==> config.mk <==
export PLATFORM = sky130hd
export DESIGN_NAME = morse_keyer
export DESIGN_NICKNAME = d
export VERILOG_FILES = /design/src/rtl/morse_pkg.sv /design/src/rtl/morse_char_fifo.sv /design/src/rtl/morse_keyer.sv
export SDC_FILE = /design/constraint.sdc
export NUM_CORES = 1
export LEC_CHECK = 0
export BUFFER_PORTS_ARGS = -buffer_cell sky130_fd_sc_hd__clkbuf_2
export CAP_MARGIN = 5
export CORE_MARGIN = 3
export CORE_UTILIZATION = 30
export DETAILED_ROUTE_END_ITERATION = 10
export GPL_ROUTABILITY_DRIVEN = 0
export HOLD_SLACK_MARGIN = 0.03
export RECOVER_POWER = 100
export SLEW_MARGIN = 20
export SYNTH_ARGS = -nofsm -noshare
export SYNTH_HDL_FRONTEND = slang
export SYNTH_SLANG_ARGS = --single-unit
export TNS_END_PERCENT = 30
==> constraint.sdc <==
create_clock -name clk -period 2.9 [get_ports clk]
set_input_delay 0.145 -clock clk [delete_from_list [all_inputs] [get_ports clk]]
set_output_delay 0.145 -clock clk [all_outputs]
set_load 0.01 [all_outputs]
==> src/rtl/morse_pkg.sv <==
// Shared definitions for the Morse keyer: element/gap lengths in units,
// the keyer FSM state type and the character -> (len, code) lookup.
package morse_pkg;

  localparam int unsigned DOT_U  = 1;
  localparam int unsigned DASH_U = 3;
  localparam int unsigned EGAP_U = 1;
  localparam int unsigned CGAP_U = 3;
  localparam int unsigned WGAP_U = 4;

  typedef enum logic [2:0] {
    StIdle,
    StLoad,
    StMark,
    StEgap,
    StCgap,
    StWgap
  } state_e;

  // ok: keyable symbol; space: word gap request; neither set: unsupported.
  // code holds the elements right-aligned in code[len-1:0], MSB sent first,
  // 1 = dash, 0 = dot.
  typedef struct packed {
    logic       ok;
    logic       space;
    logic [2:0] len;
    logic [4:0] code;
  } morse_sym_t;

  function automatic morse_sym_t mk_sym(input logic [2:0] len, input logic [4:0] code);
    morse_sym_t s;
    s.ok    = 1'b1;
    s.space = 1'b0;
    s.len   = len;
    s.code  = code;
    return s;
  endfunction

  function automatic morse_sym_t morse_lookup(input logic [7:0] c);
    morse_sym_t s;
    s = '0;
    case (c)
      8'h20: s.space = 1'b1;
      "A":   s = mk_sym(3'd2, 5'b00001);
      "B":   s = mk_sym(3'd4, 5'b01000);
      "C":   s = mk_sym(3'd4, 5'b01010);
      "D":   s = mk_sym(3'd3, 5'b00100);
      "E":   s = mk_sym(3'd1, 5'b00000);
      "F":   s = mk_sym(3'd4, 5'b00010);
      "G":   s = mk_sym(3'd3, 5'b00110);
      "H":   s = mk_sym(3'd4, 5'b00000);
      "I":   s = mk_sym(3'd2, 5'b00000);
      "J":   s = mk_sym(3'd4, 5'b00111);
      "K":   s = mk_sym(3'd3, 5'b00101);
      "L":   s = mk_sym(3'd4, 5'b00100);
      "M":   s = mk_sym(3'd2, 5'b00011);
      "N":   s = mk_sym(3'd2, 5'b00010);
      "O":   s = mk_sym(3'd3, 5'b00111);
      "P":   s = mk_sym(3'd4, 5'b00110);
      "Q":   s = mk_sym(3'd4, 5'b01101);
      "R":   s = mk_sym(3'd3, 5'b00010);
      "S":   s = mk_sym(3'd3, 5'b00000);
      "T":   s = mk_sym(3'd1, 5'b00001);
      "U":   s = mk_sym(3'd3, 5'b00001);
      "V":   s = mk_sym(3'd4, 5'b00001);
      "W":   s = mk_sym(3'd3, 5'b00011);
      "X":   s = mk_sym(3'd4, 5'b01001);
      "Y":   s = mk_sym(3'd4, 5'b01011);
      "Z":   s = mk_sym(3'd4, 5'b01100);
      "0":   s = mk_sym(3'd5, 5'b11111);
      "1":   s = mk_sym(3'd5, 5'b01111);
      "2":   s = mk_sym(3'd5, 5'b00111);
      "3":   s = mk_sym(3'd5, 5'b00011);
      "4":   s = mk_sym(3'd5, 5'b00001);
      "5":   s = mk_sym(3'd5, 5'b00000);
      "6":   s = mk_sym(3'd5, 5'b10000);
      "7":   s = mk_sym(3'd5, 5'b11000);
      "8":   s = mk_sym(3'd5, 5'b11100);
      "9":   s = mk_sym(3'd5, 5'b11110);
      default: s = '0;
    endcase
    return s;
  endfunction

endpackage

==> src/rtl/morse_char_fifo.sv <==
// Character buffer for the Morse keyer. Power-of-two depth, pointers wrap
// naturally. Push is ignored when full and pop when empty; flush wins over both.
module morse_char_fifo #(
  parameter int unsigned FIFO_DEPTH = 8
) (
  input  logic       clk,
  input  logic       rst_n,
  input  logic       flush,
  input  logic       push,
  input  logic       pop,
  input  logic [7:0] wdata,
  output logic [7:0] rdata,
  output logic       full,
  output logic       empty
);

  localparam int unsigned PtrW = $clog2(FIFO_DEPTH);
  localparam int unsigned CntW = PtrW + 1;

  logic [7:0]      mem_q [FIFO_DEPTH];
  logic [PtrW-1:0] wr_ptr_q, rd_ptr_q;
  logic [CntW-1:0] count_q;
  logic            do_push, do_pop;

  assign full    = (count_q == CntW'(FIFO_DEPTH));
  assign empty   = (count_q == '0);
  assign do_push = push && !full;
  assign do_pop  = pop && !empty;
  assign rdata   = mem_q[rd_ptr_q];

  // Storage, pointers and occupancy; simultaneous push/pop leaves count unchanged.
  always_ff @(posedge clk or negedge rst_n) begin
    if (!rst_n) begin
      wr_ptr_q <= '0;
      rd_ptr_q <= '0;
      count_q  <= '0;
      for (int unsigned i = 0; i < FIFO_DEPTH; i++) mem_q[i] <= '0;
    end else if (flush) begin
      wr_ptr_q <= '0;
      rd_ptr_q <= '0;
      count_q  <= '0;
    end else begin
      if (do_push) begin
        mem_q[wr_ptr_q] <= wdata;
        wr_ptr_q        <= wr_ptr_q + PtrW'(1);
      end
      if (do_pop) rd_ptr_q <= rd_ptr_q + PtrW'(1);
      case ({do_push, do_pop})
        2'b10:   count_q <= count_q + CntW'(1);
        2'b01:   count_q <= count_q - CntW'(1);
        default: count_q <= count_q;
      endcase
    end
  end

endmodule

==> src/rtl/morse_keyer.sv <==
// Morse keyer: buffers ASCII characters and keys them out as dots, dashes and
// gaps timed in units of UNIT_TICKS clocks. key_out is registered from the
// previous state, so it trails the FSM by one cycle without changing any span.
// Optional: define MORSE_KEYER_LOWERCASE_EN to key a-z like A-Z.
module morse_keyer
  import morse_pkg::*;
#(
  parameter int unsigned UNIT_TICKS = 4,
  parameter int unsigned FIFO_DEPTH = 8
) (
  input  logic       clk,
  input  logic       rst_n,
  input  logic       in_valid,
  output logic       in_ready,
  input  logic [7:0] in_data,
  input  logic       abort,
  output logic       key_out,
  output logic       busy,
  output logic       err
);

  localparam int unsigned TickW = (UNIT_TICKS > 1) ? $clog2(UNIT_TICKS) : 1;

  logic             full, empty, push, pop;
  logic [7:0]       head, char_q, char_fold;
  morse_sym_t       sym;
  state_e           state_q;
  logic [TickW-1:0] tick_q;
  logic [1:0]       unit_q;
  logic [4:0]       code_q;
  logic [2:0]       rem_q;
  logic             key_q, err_q;
  logic [2:0]       span_u;
  logic             last_tick, span_done;

  morse_char_fifo #(
    .FIFO_DEPTH(FIFO_DEPTH)
  ) u_fifo (
    .clk  (clk),
    .rst_n(rst_n),
    .flush(abort),
    .push (push),
    .pop  (pop),
    .wdata(in_data),
    .rdata(head),
    .full (full),
    .empty(empty)
  );

  assign in_ready = !full;
  assign push     = in_valid && !full && !abort;
  assign pop      = (state_q == StIdle) && !empty && !abort;

`ifdef MORSE_KEYER_LOWERCASE_EN
  assign char_fold = (char_q >= 8'h61 && char_q <= 8'h7a) ? (char_q - 8'h20) : char_q;
`else
  assign char_fold = char_q;
`endif

  assign sym = morse_lookup(char_fold);

  // Length in units of the span the current state must hold.
  always_comb begin
    span_u = 3'd1;
    unique case (state_q)
      StMark:  span_u = code_q[4] ? 3'(DASH_U) : 3'(DOT_U);
      StEgap:  span_u = 3'(EGAP_U);
      StCgap:  span_u = 3'(CGAP_U);
      StWgap:  span_u = 3'(WGAP_U);
      default: span_u = 3'd1;
    endcase
  end

  assign last_tick = (tick_q == TickW'(UNIT_TICKS - 1));
  assign span_done = last_tick && ({1'b0, unit_q} == span_u - 3'd1);

  // Keyer FSM with registered key/err outputs; counters clear on every state entry.
  always_ff @(posedge clk or negedge rst_n) begin
    if (!rst_n) begin
      state_q <= StIdle;
      tick_q  <= '0;
      unit_q  <= '0;
      char_q  <= '0;
      code_q  <= '0;
      rem_q   <= '0;
      key_q   <= 1'b0;
      err_q   <= 1'b0;
    end else begin
      err_q <= 1'b0;
      key_q <= (state_q == StMark) && !abort;
      if (abort) begin
        state_q <= StIdle;
        tick_q  <= '0;
        unit_q  <= '0;
      end else begin
        if (last_tick) begin
          tick_q <= '0;
          unit_q <= unit_q + 2'd1;
        end else begin
          tick_q <= tick_q + TickW'(1);
        end
        unique case (state_q)
          StIdle: begin
            tick_q <= '0;
            unit_q <= '0;
            if (!empty) begin
              char_q  <= head;
              state_q <= StLoad;
            end
          end
          StLoad: begin
            tick_q <= '0;
            unit_q <= '0;
            if (sym.space) begin
              state_q <= StWgap;
            end else if (sym.ok) begin
              // Left-align so the element being sent is always code_q[4].
              code_q  <= sym.code << (3'd5 - sym.len);
              rem_q   <= sym.len;
              state_q <= StMark;
            end else begin
              err_q   <= 1'b1;
              state_q <= StIdle;
            end
          end
          StMark: begin
            if (span_done) begin
              tick_q  <= '0;
              unit_q  <= '0;
              code_q  <= {code_q[3:0], 1'b0};
              rem_q   <= rem_q - 3'd1;
              state_q <= (rem_q == 3'd1) ? StCgap : StEgap;
            end
          end
          StEgap: begin
            if (span_done) begin
              tick_q  <= '0;
              unit_q  <= '0;
              state_q <= StMark;
            end
          end
          StCgap, StWgap: begin
            if (span_done) begin
              tick_q  <= '0;
              unit_q  <= '0;
              state_q <= StIdle;
            end
          end
          default: state_q <= StIdle;
        endcase
      end
    end
  end

  assign key_out = key_q;
  assign err     = err_q;
  assign busy    = (state_q != StIdle) || !empty;

endmodule

== After elaboration in Yosys (flattened, before gate mapping) ==
Index checks and enable logic that the tools add are counted.

* $add $sub $neg: 9
* Order comparisons: 3
* Eq/ne operators: 55
* Shift operators: 1
* Muxes and demuxes: 46
* Bitwise gates (word level): 4
* Reduce and logical (&&, ||, !) cells: 28

{| class="wikitable"
|+ Operators by type and width
! operator !! count
|-
| one-hot mux 8 bit (36 select lines) || 1
|-
| == test 8 x 7 -> 1 bit, second input constant || 26
|-
| == test 8 x 6 -> 1 bit, second input constant || 11
|-
| bitwise mux 64 bit || 1
|-
| two-way mux 3 bit || 14
|-
| OR reduction 36 bit || 1
|-
| binary-select mux 8 bit (select 3 bit) || 1
|-
| demux 8 bit (select 3 bit) || 1
|-
| two-way mux 8 bit || 3
|-
| two-way mux 2 bit || 8
|-
| two-way mux 5 bit || 3
|-
| one-hot mux 3 bit (5 select lines) || 1
|-
| inequality test 3 bit, second input constant || 4
|-
| one-hot mux 5 bit (2 select lines) || 1
|-
| logical AND 1 bit || 9
|-
| one-hot mux 3 bit (3 select lines) || 1
|-
| >= comparator 4 bit, second input constant || 2
|-
| inverter 3 -> 4 bit || 2
|-
| one-hot mux 2 bit (2 select lines) || 2
|-
| one-hot mux 4 bit (2 select lines) || 1
|-
| adder 3 x 1 -> 3 bit, second input constant || 2
|-
| == test 3 x 1 -> 1 bit, second input constant || 2
|-
| == test 3 x 2 -> 1 bit, second input constant || 2
|-
| == test 3 bit, second input constant || 2
|-
| 28 further kinds || 45
|}

* Register bits after elaboration: 99
* Word-level logic and storage cells: 165

== Logic depth before layout (Yosys ltp) ==
Gate-level depths: netlist (run 1).

* Word-level depth: 8
* Gate-level depth with buffers: 13

== Cells and area by module ==
A second synthesis (run 1) with hierarchy kept.

* Cell total of the unflattened synthesis: 496
* Area, all modules: 5,798.1 µm²

{| class="wikitable"
|+ By module, submodules not included
! module !! instances !! cells each !! area an instance (µm²)
|-
| morse_char_fifo || 1 || 243 || 3,623.5
|-
| morse_keyer || 1 || 253 || 2,174.6
|}

== Worst setup path after synthesis (run 1) ==
No wires, ideal clock.

* Kind: register to register
* Start: register state_q[2]
* End: register rem_q[0]
* Library setup time: 0.129 ns
* Arrival: 2.524 ns
* Data required time: 2.771 ns
* Setup slack: 0.247 ns
* Cell stages (with the launch flop): 13
* Cells stage by stage: dfrtp_1 clkbuf_1 nand3b_1 a21o_1 ha_1 xor2_1 nand2_1 or4_1 o21ai_1 o311ai_2 buf_2 o21ai_0 o21ai_0

* Word-level cells in the longest chain between the ends: 7
* Elaborated cells on any way between the ends: 14
* Those cells by class: 1 x add/sub; 8 x eq/ne; 2 x mux; 3 x reduce/logical

{| class="wikitable"
|+ Ends and longest elaborated chain
! element !! RTL line !! source
|-
| start: declaration || morse_keyer.sv:27 || <nowiki>state_e state_q;</nowiki>
|-
| start signal: assignment || morse_keyer.sv:80 || <nowiki>state_q <= StIdle;</nowiki>
|-
| start signal: assignment || morse_keyer.sv:92 || <nowiki>state_q <= StIdle;</nowiki>
|-
| start signal: assignment || morse_keyer.sv:108 || <nowiki>state_q <= StLoad;</nowiki>
|-
| == test 3 bit or == test 3 x 2 -> 1 bit (tied branches) || morse_keyer.sv:65, morse_keyer.sv:102 ||
|-
| one-hot mux 3 bit (3 select lines) || morse_keyer.sv:65 || <nowiki>unique case (state_q)</nowiki>
|-
| subtractor 3 x 1 -> 3 bit || morse_keyer.sv:75 || <nowiki>assign span_done = last_tick && ({1'b0, unit_q} == span_u - 3'd1);</nowiki>
|-
| == test 2 x 3 -> 1 bit || morse_keyer.sv:75 ||
|-
| logical AND 1 bit || morse_keyer.sv:75 ||
|-
| inequality test 2 bit (no source line) || n/a ||
|-
| AND reduction 5 bit (no source line) || n/a ||
|-
| end signal: assignment || morse_keyer.sv:119 || <nowiki>rem_q <= sym.len;</nowiki>
|-
| end signal: assignment || morse_keyer.sv:131 || <nowiki>rem_q <= rem_q - 3'd1;</nowiki>
|-
| end: declaration || morse_keyer.sv:31 || <nowiki>logic [2:0] rem_q;</nowiki>
|}

Parallel ways exist; a longest one is shown, timed or not.
A chain may end at the register's enable or synchronous reset.

== Final worst setup path (run 1) ==
* Start: register state_q[1]
* End: register rem_q[2]

Same word-level chain as after synthesis.

==> results.yml, run 1 <==
synthesis:
  synth_seq_area_share_pct: 44.8
  synthTopCellsByArea: "dfrtp_1 (45%), mux2_2 (14%), mux4_2 (6.5%), nor2_1 (2.6%), nand2_1 (2.4%)"
  yosys_warnings: 0
  yosys_most_used_dff: "dfrtp_1"
  syn-cell-area_mm2: 0.00553
  yosysTopAreaCellShare_pct: 44.8
  synth_seq_cells: 99
  synth-edff-count: 0
  synthArstFlopShare_pct: 100
  synth_fp_nets: 511
  synth_area_per_cell_um2: 11.3
  syn_inst: 490
  yosysUniqueCellTypes: 66
  synth_area_leader_cell: "dfrtp_1"
worst_hold_path:
  worst_hold_path.num_cells: 2
  min_path_type: "primary input to register"
grt:
  grt_pass1_vias: 4122
  grt-ovfl-total: 0
  grt_usage_pct: 12.8
  grt_antenna_before_repair: 0
  grt_pass1_wl_um: 20600
  grt_max_degree: 56
floorplan:
  core_mm2: 0.0180
  fp.dieW_um: 142
  io_pins: 16
  die_h_um: 142
  die_area_mm2: 0.0201
  rows: 49
  initial_core_util_pct: 30.7
final_layout:
  finalNetCount: 533
  regArea_mm2: 0.00248
  fin_cells: 746
  area_growth_pct: 12.2
  final_common_cell: "dfrtp_1"
  layout_common_cells: "dfrtp_1 (99), mux2_2 (67), nor2_1 (39), nand2_1 (35), a21oi_1 (17)"
  drive_above_1_share_pct: 27.3
  multiInputGateArea_mm2: 0.00288
  diodes: 0
  fillers: 1798
clock_tree:
  root_buffer: "clkbuf_16"
  clk_pin_slew_ns: 0.07
  clk_latency_ns: 0.35
  cts_buffers: 9
  cts_tree: "built"
  cts-htree-levels: 3
  cts.sinks: 99
  clk_path_buf_depth: 2
timing:
  fin_crit_sh_pct: 93.3
  holdWs_ns: 0.130
  setup_tns_ns: 0
  fmax_mhz: 370
  finalHoldViolations: 0
  min_period_ns: 2.71
  slew_headroom_pct: 7.46
  worst_slew_pin_slew_ns: 1.39
  skew_ns: 0.00846
  slew_violations: 0
  setup_viol: 0
  rsz0062_at_grt: "false"
job:
  maxCapViolations: 0
setup_path:
  path_max_fanout: 14
  path_class: "register to register"
  crit_arrival_ns: 2.92
  reg2reg_depth: 11
  required_ns: 3.11
  startpoint_type: "register"
  critPathCaptureType: "register"
power:
  power_density_mw_per_mm2: 873
  p_leak_nw: 2.67
  total_power_mw: 5.42
  max-vdd-ir-drop_mv: 0.543
route:
  dr_total_vias: 3942
  drc: 0
  drt-pass1-iter-count: 4
  finalWirelength_um: 12300
  wl_per_cell_um: 16.5
  vias_per_cell: 5.28
  drtAntennaViolNets: 0
  drt_iter0_markers: 332
outcome:
  outcome: "completed"
placement:
  portBuffers: 15
  place_inst: 726
  dp_hpwl_um: 8460
## power breakdown
group | internal (mW) | total, mW | switching, mW
Clock | 0.600 | 1.16 | 0.564
Combinational | 1.02 | 2.08 | 1.05
Sequential | 1.74 | 2.18 | 0.437
Total | 3.36 | 5.42 | 2.05
## worst max-delay path, cell delays in order, from the launching register on
cell and delay, ns:
dfrtp_1 0.48, inv_1 0.11, nand2_1 0.08, a21o_1 0.17, ha_1 0.30, xor2_1 0.14, nand2_1 0.08, or4_4 0.47
o21ai_2 0.19, o311ai_4 0.21, o21ai_0 0.22, o21ai_0 0.10
## metrics by stage
| stage | instance area, um^2 | util [%] | worst slack [ns] |
|---|---|---|---|
| after floorplan | 5530 | - | 0.247 |
| final | 6210 | 34.4 | 0.194 |
| after global placement | 5930 | 32.9 | 0.128 |
| after global routing | 6210 | 34.4 | 0.0221 |
| after detailed placement | 5930 | 32.9 | 0.0221 |
| after CTS | 6230 | 34.6 | 0.129 |
## what timing repair did
item	in CTS	in global routing
endpoints found under the setup margin	2	8
gates resized for setup	1	4
hold endpoints to repair	53	0
pin swaps	0	1
setup buffers	0	3
hold buffers	1	0
## flip-flops by register name (all words and copies together) (netlist names), 3 cells and up
| name | cells |
|---|---|
| state_q | 3 |
| u_fifo.wr_ptr_q | 3 |
| rem_q | 3 |
| char_fold | 8 |
| u_fifo.count_q | 4 |
| code_q | 5 |
| u_fifo.rd_ptr_q | 3 |
| u_fifo.mem_q | 64 |
## cell type report
cell class / instances / share of cell area, %
multi-input combinational: 350 / 46.3
inverter: 10 / 0.605
clock inverter: 6 / 0.927
timing repair buffer: 42 / 3.93
sequential: 99 / 39.9
tap: 229 / 4.62
clock buffer: 10 / 3.69
## synthesized netlist by cell type (8+ instances only)
library cell,instances
mux2_2,67
nor4_1,9
nor3_1,8
nor2_1,39
mux2i_1,11
a21oi_1,16
nand3_1,9
inv_1,10
clkbuf_1,11
mux4_2,16
nor2b_1,8
dfrtp_1,99
nand2_1,35
ha_1,8
o21ai_0,14
buf_2,15
## logic make-up after synthesis
family	synth area share [%]
AO/OA/AOI/OAI	10.2
flip-flops	44.8
multiplexers	22.1
adder cells (fa/ha/maj)	2.17
AND/OR/NAND/NOR	15.7
XOR/XNOR	1.74
buffers and inverters	3.26
## path summary, 6_finish.rpt
check / start / end / slack (ns)
worst max-delay path: state_q[1] / rem_q[2] / 0.19
worst max register to register: state_q[1] / rem_q[2] / 0.19
min in group asynchronous: rst_n / u_fifo.mem_q[59] / 0.64
worst min register to register: tick_q[0] / tick_q[0] / 0.45
worst min-delay path: in_data[7] / u_fifo.mem_q[7] / 0.13
max in group asynchronous: rst_n / u_fifo.mem_q[18] / 0.98
## routing by layer
metal | wire (um) | share of wire (%) | track usage (%) | vias up
li1 | - | - | - | 1854
met1 | 5340 | 43 | 15.7 | 1986
met2 | 6230 | 51 | 22.1 | 83
met3 | 558 | 4.5 | 3.00 | 19
met4 | 208 | 1.7 | 4.09 | 0
met5 | 0 | 0 | 0 | -
Note: power is estimated with default switching activity, not from simulation.
==> inputs of run 2 (changes only) <==
--- a/config.mk
+++ b/config.mk
@@ -9,6 +9,7 @@
 export CAP_MARGIN = 5
 export CORE_MARGIN = 3
 export CORE_UTILIZATION = 30
+export CTS_BUF_LIST = sky130_fd_sc_hd__clkbuf_16
 export DETAILED_ROUTE_END_ITERATION = 10
 export GPL_ROUTABILITY_DRIVEN = 0
 export HOLD_SLACK_MARGIN = 0.03
==> run 2 against run 1 <==
Register-to-register slack about the same; combinational power hardly changed; power about the same; clock skew hardly changed; core utilization unchanged; clock power hardly changed; hold slack about the same; flip-flop and latch count stayed put; largest cell class unchanged; largest power group unchanged.
==> results.yml, run 2 (synthesis results as in run 1) <==
setup_path:
  path_max_fanout: 14
  cpMaxStageDelayCell: "dfrtp_1"
  required_ns: 3.11
  worstSetupStartpoint: "state_q[1]"
  crit_arrival_ns: 2.92
  path_class: "register to register"
  path_cells: "inv_1 > nand2_1 > a21o_1 > ha_1 > xor2_1 > nand2_1 > or4_4 > o21ai_2 > o311ai_4 > o21ai_0 > o21ai_0"
  startpoint_type: "register"
  r2r_start: "state_q[1]"
  crit_path_max_incr_delay_ns: 0.48
  cpLargestDelayFamily: "compound AO/OA/AOI/OAI gates"
  critical_path_buf_inv_count: 1
  critPathCaptureType: "register"
final_layout:
  largest_reg_flops: 64
  finalNetCount: 533
  area_growth_pct: 12.2
  fillers: 1798
  final_common_cell: "dfrtp_1"
  fin_area_mm2: 0.00621
  diodes: 0
  fin_cells: 746
  largest_register: "u_fifo.mem_q"
  drive_above_1_share_pct: 27.3
  layout_common_cells: "dfrtp_1 (99), mux2_2 (67), nor2_1 (39), nand2_1 (35), a21oi_1 (17)"
  multiInputGateArea_mm2: 0.00288
  final_util_pct: 34.4
  regArea_mm2: 0.00248
floorplan:
  die_area_mm2: 0.0201
  initial_core_util_pct: 30.7
  fp.dieW_um: 142
  io_pins: 16
  rows: 49
  die_h_um: 142
  core_mm2: 0.0180
clock_tree:
  clk_pin_slew_ns: 0.07
  root_buffer: "clkbuf_16"
  cts-htree-levels: 3
  cts_tree: "built"
  cts.sinks: 99
  clk_latency_ns: 0.35
  cts_buffers: 9
  clk_path_buf_depth: 2
grt:
  grt_max_degree: 56
  grt-ovfl-total: 0
  grt_antenna_before_repair: 0
  grt_pass1_wl_um: 20600
  grt_pass1_vias: 4122
  grt_usage_pct: 12.8
timing:
  slew_violations: 0
  fmax_mhz: 370
  skew_ns: 0.00846
  holdWs_ns: 0.129
  min_period_ns: 2.71
  finalHoldViolations: 0
  setup_viol: 0
  fin_crit_sh_pct: 93.3
  slew_headroom_pct: 7.45
  rsz0062_at_grt: "false"
  setup_ws_ns: 0.194
  worst_slew_pin_slew_ns: 1.39
  setup_tns_ns: 0
power:
  seqPwrFrac_pct: 40.2
  power_density_mw_per_mm2: 872
  p_int_mw: 3.36
  max-vdd-ir-drop_mv: 0.544
  p_comb_share_pct: 38.4
  p_leak_nw: 2.67
  power.switching_mw: 2.05
  total_power_mw: 5.41
  clkPwrFrac_pct: 21.4
  p_sw_share_pct: 37.9
job:
  maxCapViolations: 0
route:
  dr_total_vias: 3941
  drtAntennaViolNets: 0
  met3_length_um: 556
  vias_per_cell: 5.28
  finalWirelength_um: 12300
  routed.top_layer: "met4"
  drc: 0
  drt-met1-wl_um: 5340
  drt-pass1-iter-count: 4
  route.met2.wl_um: 6250
  drt_iter0_markers: 332
  wl_per_cell_um: 16.5
worst_hold_path:
  min_path_type: "primary input to register"
  min-delay-start: "in_data[7]"
placement:
  place_inst: 726
  placed_cell_area_mm2: 0.00593
  dp_hpwl_um: 8460
  pre_cts_ws_ns: 0.0221
  portBuffers: 15
outcome:
  outcome: "completed"
[run 2: changes by cell type in the layout (fill, tap and decap cells not counted), sizes merged]
cell	before	now
clkbuf	36	35
inv	13	14
[run 2: final cells by class]
class / count / area share (%)
clock buffer: 9 / 3.63
clock inverter: 7 / 0.988
inverter: 10 / 0.605
multi-input combinational: 350 / 46.3
sequential: 99 / 39.9
tap: 229 / 4.62
timing repair buffer: 42 / 3.93
[run 2: power groups by stage]
stage               logic [mW]  registers [mW]  clock network, mW
floorplan                 1.77            1.93                  0
global placement          2.03            2.16                  0
detailed placement        2.10            2.20                  0
CTS                       2.12            2.18               1.19
global route              2.32            2.25               1.24
finish                    2.08            2.18               1.16
[run 2: worst reg2reg max path: stages, from the launching register on]
cell	delay, ns
dfrtp_1	0.48
inv_1	0.11
nand2_1	0.08
a21o_1	0.17
ha_1	0.30
xor2_1	0.14
nand2_1	0.08
or4_4	0.47
o21ai_2	0.19
o311ai_4	0.21
o21ai_0	0.22
o21ai_0	0.10
[run 2: layer usage]
layer,vias to the layer above,GRT usage (%)
li1,1852,-
met1,1987,15.7
met2,83,22.1
met4,0,4.09
met5,-,0
met3,19,3.00
[run 2: path summary, 6_finish.rpt]
check | to | slack (ns) | cells past startpoint
max | rem_q[2] | 0.19 | 11
min | u_fifo.mem_q[7] | 0.13 | 2
max reg2reg | rem_q[2] | 0.19 | 11
min reg2reg | tick_q[0] | 0.45 | 1
max in group asynchronous | u_fifo.mem_q[18] | 0.98 | 3
min in group asynchronous | u_fifo.mem_q[59] | 0.64 | 2
[run 2: repair_timing]
action,CTS,global route
pin swaps,0,1
hold endpoints to repair,53,0
buffers inserted,0,3
hold buffers,1,0
endpoints found under the setup margin,2,8
gates resized for setup,1,4
==> inputs of run 3 (changes only) <==
--- a/config.mk
+++ b/config.mk
@@ -5,6 +5,7 @@
 export SDC_FILE = /design/constraint.sdc
 export NUM_CORES = 1
 export LEC_CHECK = 0
+export ABC_AREA = 1
 export BUFFER_PORTS_ARGS = -buffer_cell sky130_fd_sc_hd__clkbuf_2
 export CAP_MARGIN = 5
 export CORE_MARGIN = 3
@@ -14,6 +15,7 @@
 export GPL_ROUTABILITY_DRIVEN = 0
 export HOLD_SLACK_MARGIN = 0.03
 export RECOVER_POWER = 100
+export SKIP_LAST_GASP = 1
 export SLEW_MARGIN = 20
 export SYNTH_ARGS = -nofsm -noshare
 export SYNTH_HDL_FRONTEND = slang
==> run 3 against run 2 <==
Power fell by 5.1%; synthesized cell count is 46% higher; critical path depth rose by 2; critical path type unchanged; highest routed layer unchanged; die area is 2.2% lower; non-clock buffer count fell by 10; sequential power shrank 7%; largest cell class unchanged.
==> results.yml, run 3 <==
outcome:
  outcome: "completed"
power:
  p_leak_nw: 2.91
  max-vdd-ir-drop_mv: 0.428
  power_density_mw_per_mm2: 859
synthesis:
  yosysTopAreaCellShare_pct: 45.8
  synth-edff-count: 0
  synthTopCellsByArea: "dfrtp_1 (46%), nand2_1 (12%), o21ai_0 (11%), nor2_1 (5.8%), nand3_1 (3.7%)"
  yosysUniqueCellTypes: 38
  synthArstFlopShare_pct: 100
  synth_area_per_cell_um2: 7.58
  ys_top_cells_by_count: "nand2_1 (177), o21ai_0 (117), dfrtp_1 (99)"
  syn-cell-area_mm2: 0.00541
  yosys_most_used_dff: "dfrtp_1"
  yosysMostFrequentCell: "nand2_1"
  synth_fp_nets: 734
  syn_inst: 713
  yosys_warnings: 0
  synth_area_leader_cell: "dfrtp_1"
  synth_seq_cells: 99
  synth_seq_area_share_pct: 45.8
floorplan:
  fp.dieW_um: 140
  die_h_um: 140
  initial_core_util_pct: 30.9
  io_pins: 16
  rows: 48
  die_area_mm2: 0.0197
  core_mm2: 0.0175
setup_path:
  crit_path_max_incr_delay_ns: 0.67
  startpoint_type: "register"
  path_class: "register to register"
  path_cells: "inv_1 > nand2_1 > nor2_1 > nand2_1 > nand2_1 > nor2_1 > nand2_1 > nor2_1 > nand3_1 > nand2_4 > inv_4 > nor2_1 > a21oi_1"
  required_ns: 3.18
  critPathCaptureType: "register"
  path_max_fanout: 12
  crit_arrival_ns: 2.65
  cpMaxStageDelayCell: "nor2_1"
route:
  drc: 0
  drt-pass1-iter-count: 5
  wl_per_cell_um: 13.9
  drt_iter0_markers: 362
  vias_per_cell: 4.93
  dr_total_vias: 4729
  finalWirelength_um: 13400
  drtAntennaViolNets: 0
worst_hold_path:
  min_path_type: "primary input to register"
grt:
  grt_pass1_vias: 4378
  grt_antenna_before_repair: 0
  grt_pass1_wl_um: 22500
  grt-ovfl-total: 0
  grt_usage_pct: 13.9
  grt_max_degree: 49
final_layout:
  largest_reg_flops: 64
  finalNetCount: 750
  final_common_cell: "nand2_1"
  layout_common_cells: "nand2_1 (178), o21ai_0 (118), dfrtp_1 (99), nor2_1 (87), inv_1 (50)"
  largest_register: "u_fifo.mem_q"
  diodes: 0
  area_growth_pct: 10.6
  final_util_pct: 34.2
  drive_above_1_share_pct: 8.31
  fillers: 1845
clock_tree:
  cts-htree-levels: 3
  clk_path_buf_depth: 2
  clk_latency_ns: 0.35
  cts_buffers: 9
  cts_tree: "built"
  cts.sinks: 99
  clk_pin_slew_ns: 0.07
  root_buffer: "clkbuf_16"
timing:
  slew_violations: 0
  setup_tns_ns: 0
  min_period_ns: 2.37
  setup_viol: 0
  slew_headroom_pct: 20.5
  fmax_mhz: 422
  fin_crit_sh_pct: 81.8
  worst_slew_pin_slew_ns: 1.19
  skew_ns: 0.0112
  rsz0062_at_grt: "false"
  finalHoldViolations: 0
placement:
  portBuffers: 15
  dp_hpwl_um: 8950
job:
  maxCapViolations: 0
==> run 3: what timing repair did <==
item                      4_1_cts  5_1_grt
hold endpoints to repair       46        0
buffers inserted                0        0
gates resized for setup         0        0
hold buffers                    1        0
==> run 3: metal layers <==
layer / up-vias / global-route usage [%] / wire length [um]
met2: 93 / 22.4 / 6250
met1: 2215 / 19.5 / 6440
met5: - / 0 / 0
li1: 2404 / - / -
met4: 0 / 3.52 / 204
met3: 17 / 2.49 / 467
==> run 3: final cells by class <==
cell class	instances	area, um^2	area share, %
tap	225	282	4.71
sequential	99	2480	41.4
clock buffer	9	225	3.77
clock inverter	7	57.6	0.962
multi-input combinational	530	2560	42.9
inverter	57	216	3.62
timing repair buffer	32	158	2.64
==> run 3: worst paths after layout <==
kind | slack, ns | start | to | cells after the start
worst max-delay path | 0.53 | char_fold[7] | code_q[2] | 13
worst min-delay path | 0.03 | abort | key_out | 2
worst max register to register | 0.53 | char_fold[7] | code_q[2] | 13
worst min register to register | 0.44 | tick_q[0] | tick_q[0] | 1
max in group asynchronous | 1.02 | rst_n | u_fifo.mem_q[27] | 3
min in group asynchronous | 0.61 | rst_n | u_fifo.mem_q[39] | 2
==> run 3: worst max-delay path: cells and delay by family (launching register included) <==
family                 cells  cell delay, ns
and+or+nand+nor           10            1.60
DFF                        1            0.39
buffers and inverters      2            0.21
AOI/OAI and AO/OA          1            0.11
==> run 3: power breakdown <==
group	internal (mW)	switching [mW]	leakage, nW
clock network	0.598	0.567	0.142
logic	0.644	1.31	1.45
registers	1.74	0.271	1.32
==> run 3: cells by family (layout without fill, tap and decap cells) <==
logic type	after synthesis	after routing	synth area share, %
AND/OR/NAND/NOR	349	349	27.9
AO/OA/AOI/OAI	167	167	16.9
flip-flops	99	99	45.8
buffers and inverters	84	105	6.29
adder cells (fa/ha/maj)	9	9	2.22
XOR/XNOR	5	5	0.810
==> run 3: stage by stage <==
stage / hold WS (ns) / total power, mW / instances / setup slack [ns] / area [um^2]
final: 0.0272 / 5.14 / 959 / 0.529 / 5980
after global placement: 0.208 / 4.01 / 942 / 0.701 / 5760
after CTS: 0.0488 / 5.20 / 959 / 0.687 / 6060
after detailed placement: 0.212 / 4.03 / 942 / 0.636 / 5760
after global routing: 0.0239 / 5.57 / 959 / 0.232 / 5980
after floorplan: -0.151 / 3.50 / 713 / 0.725 / 5410
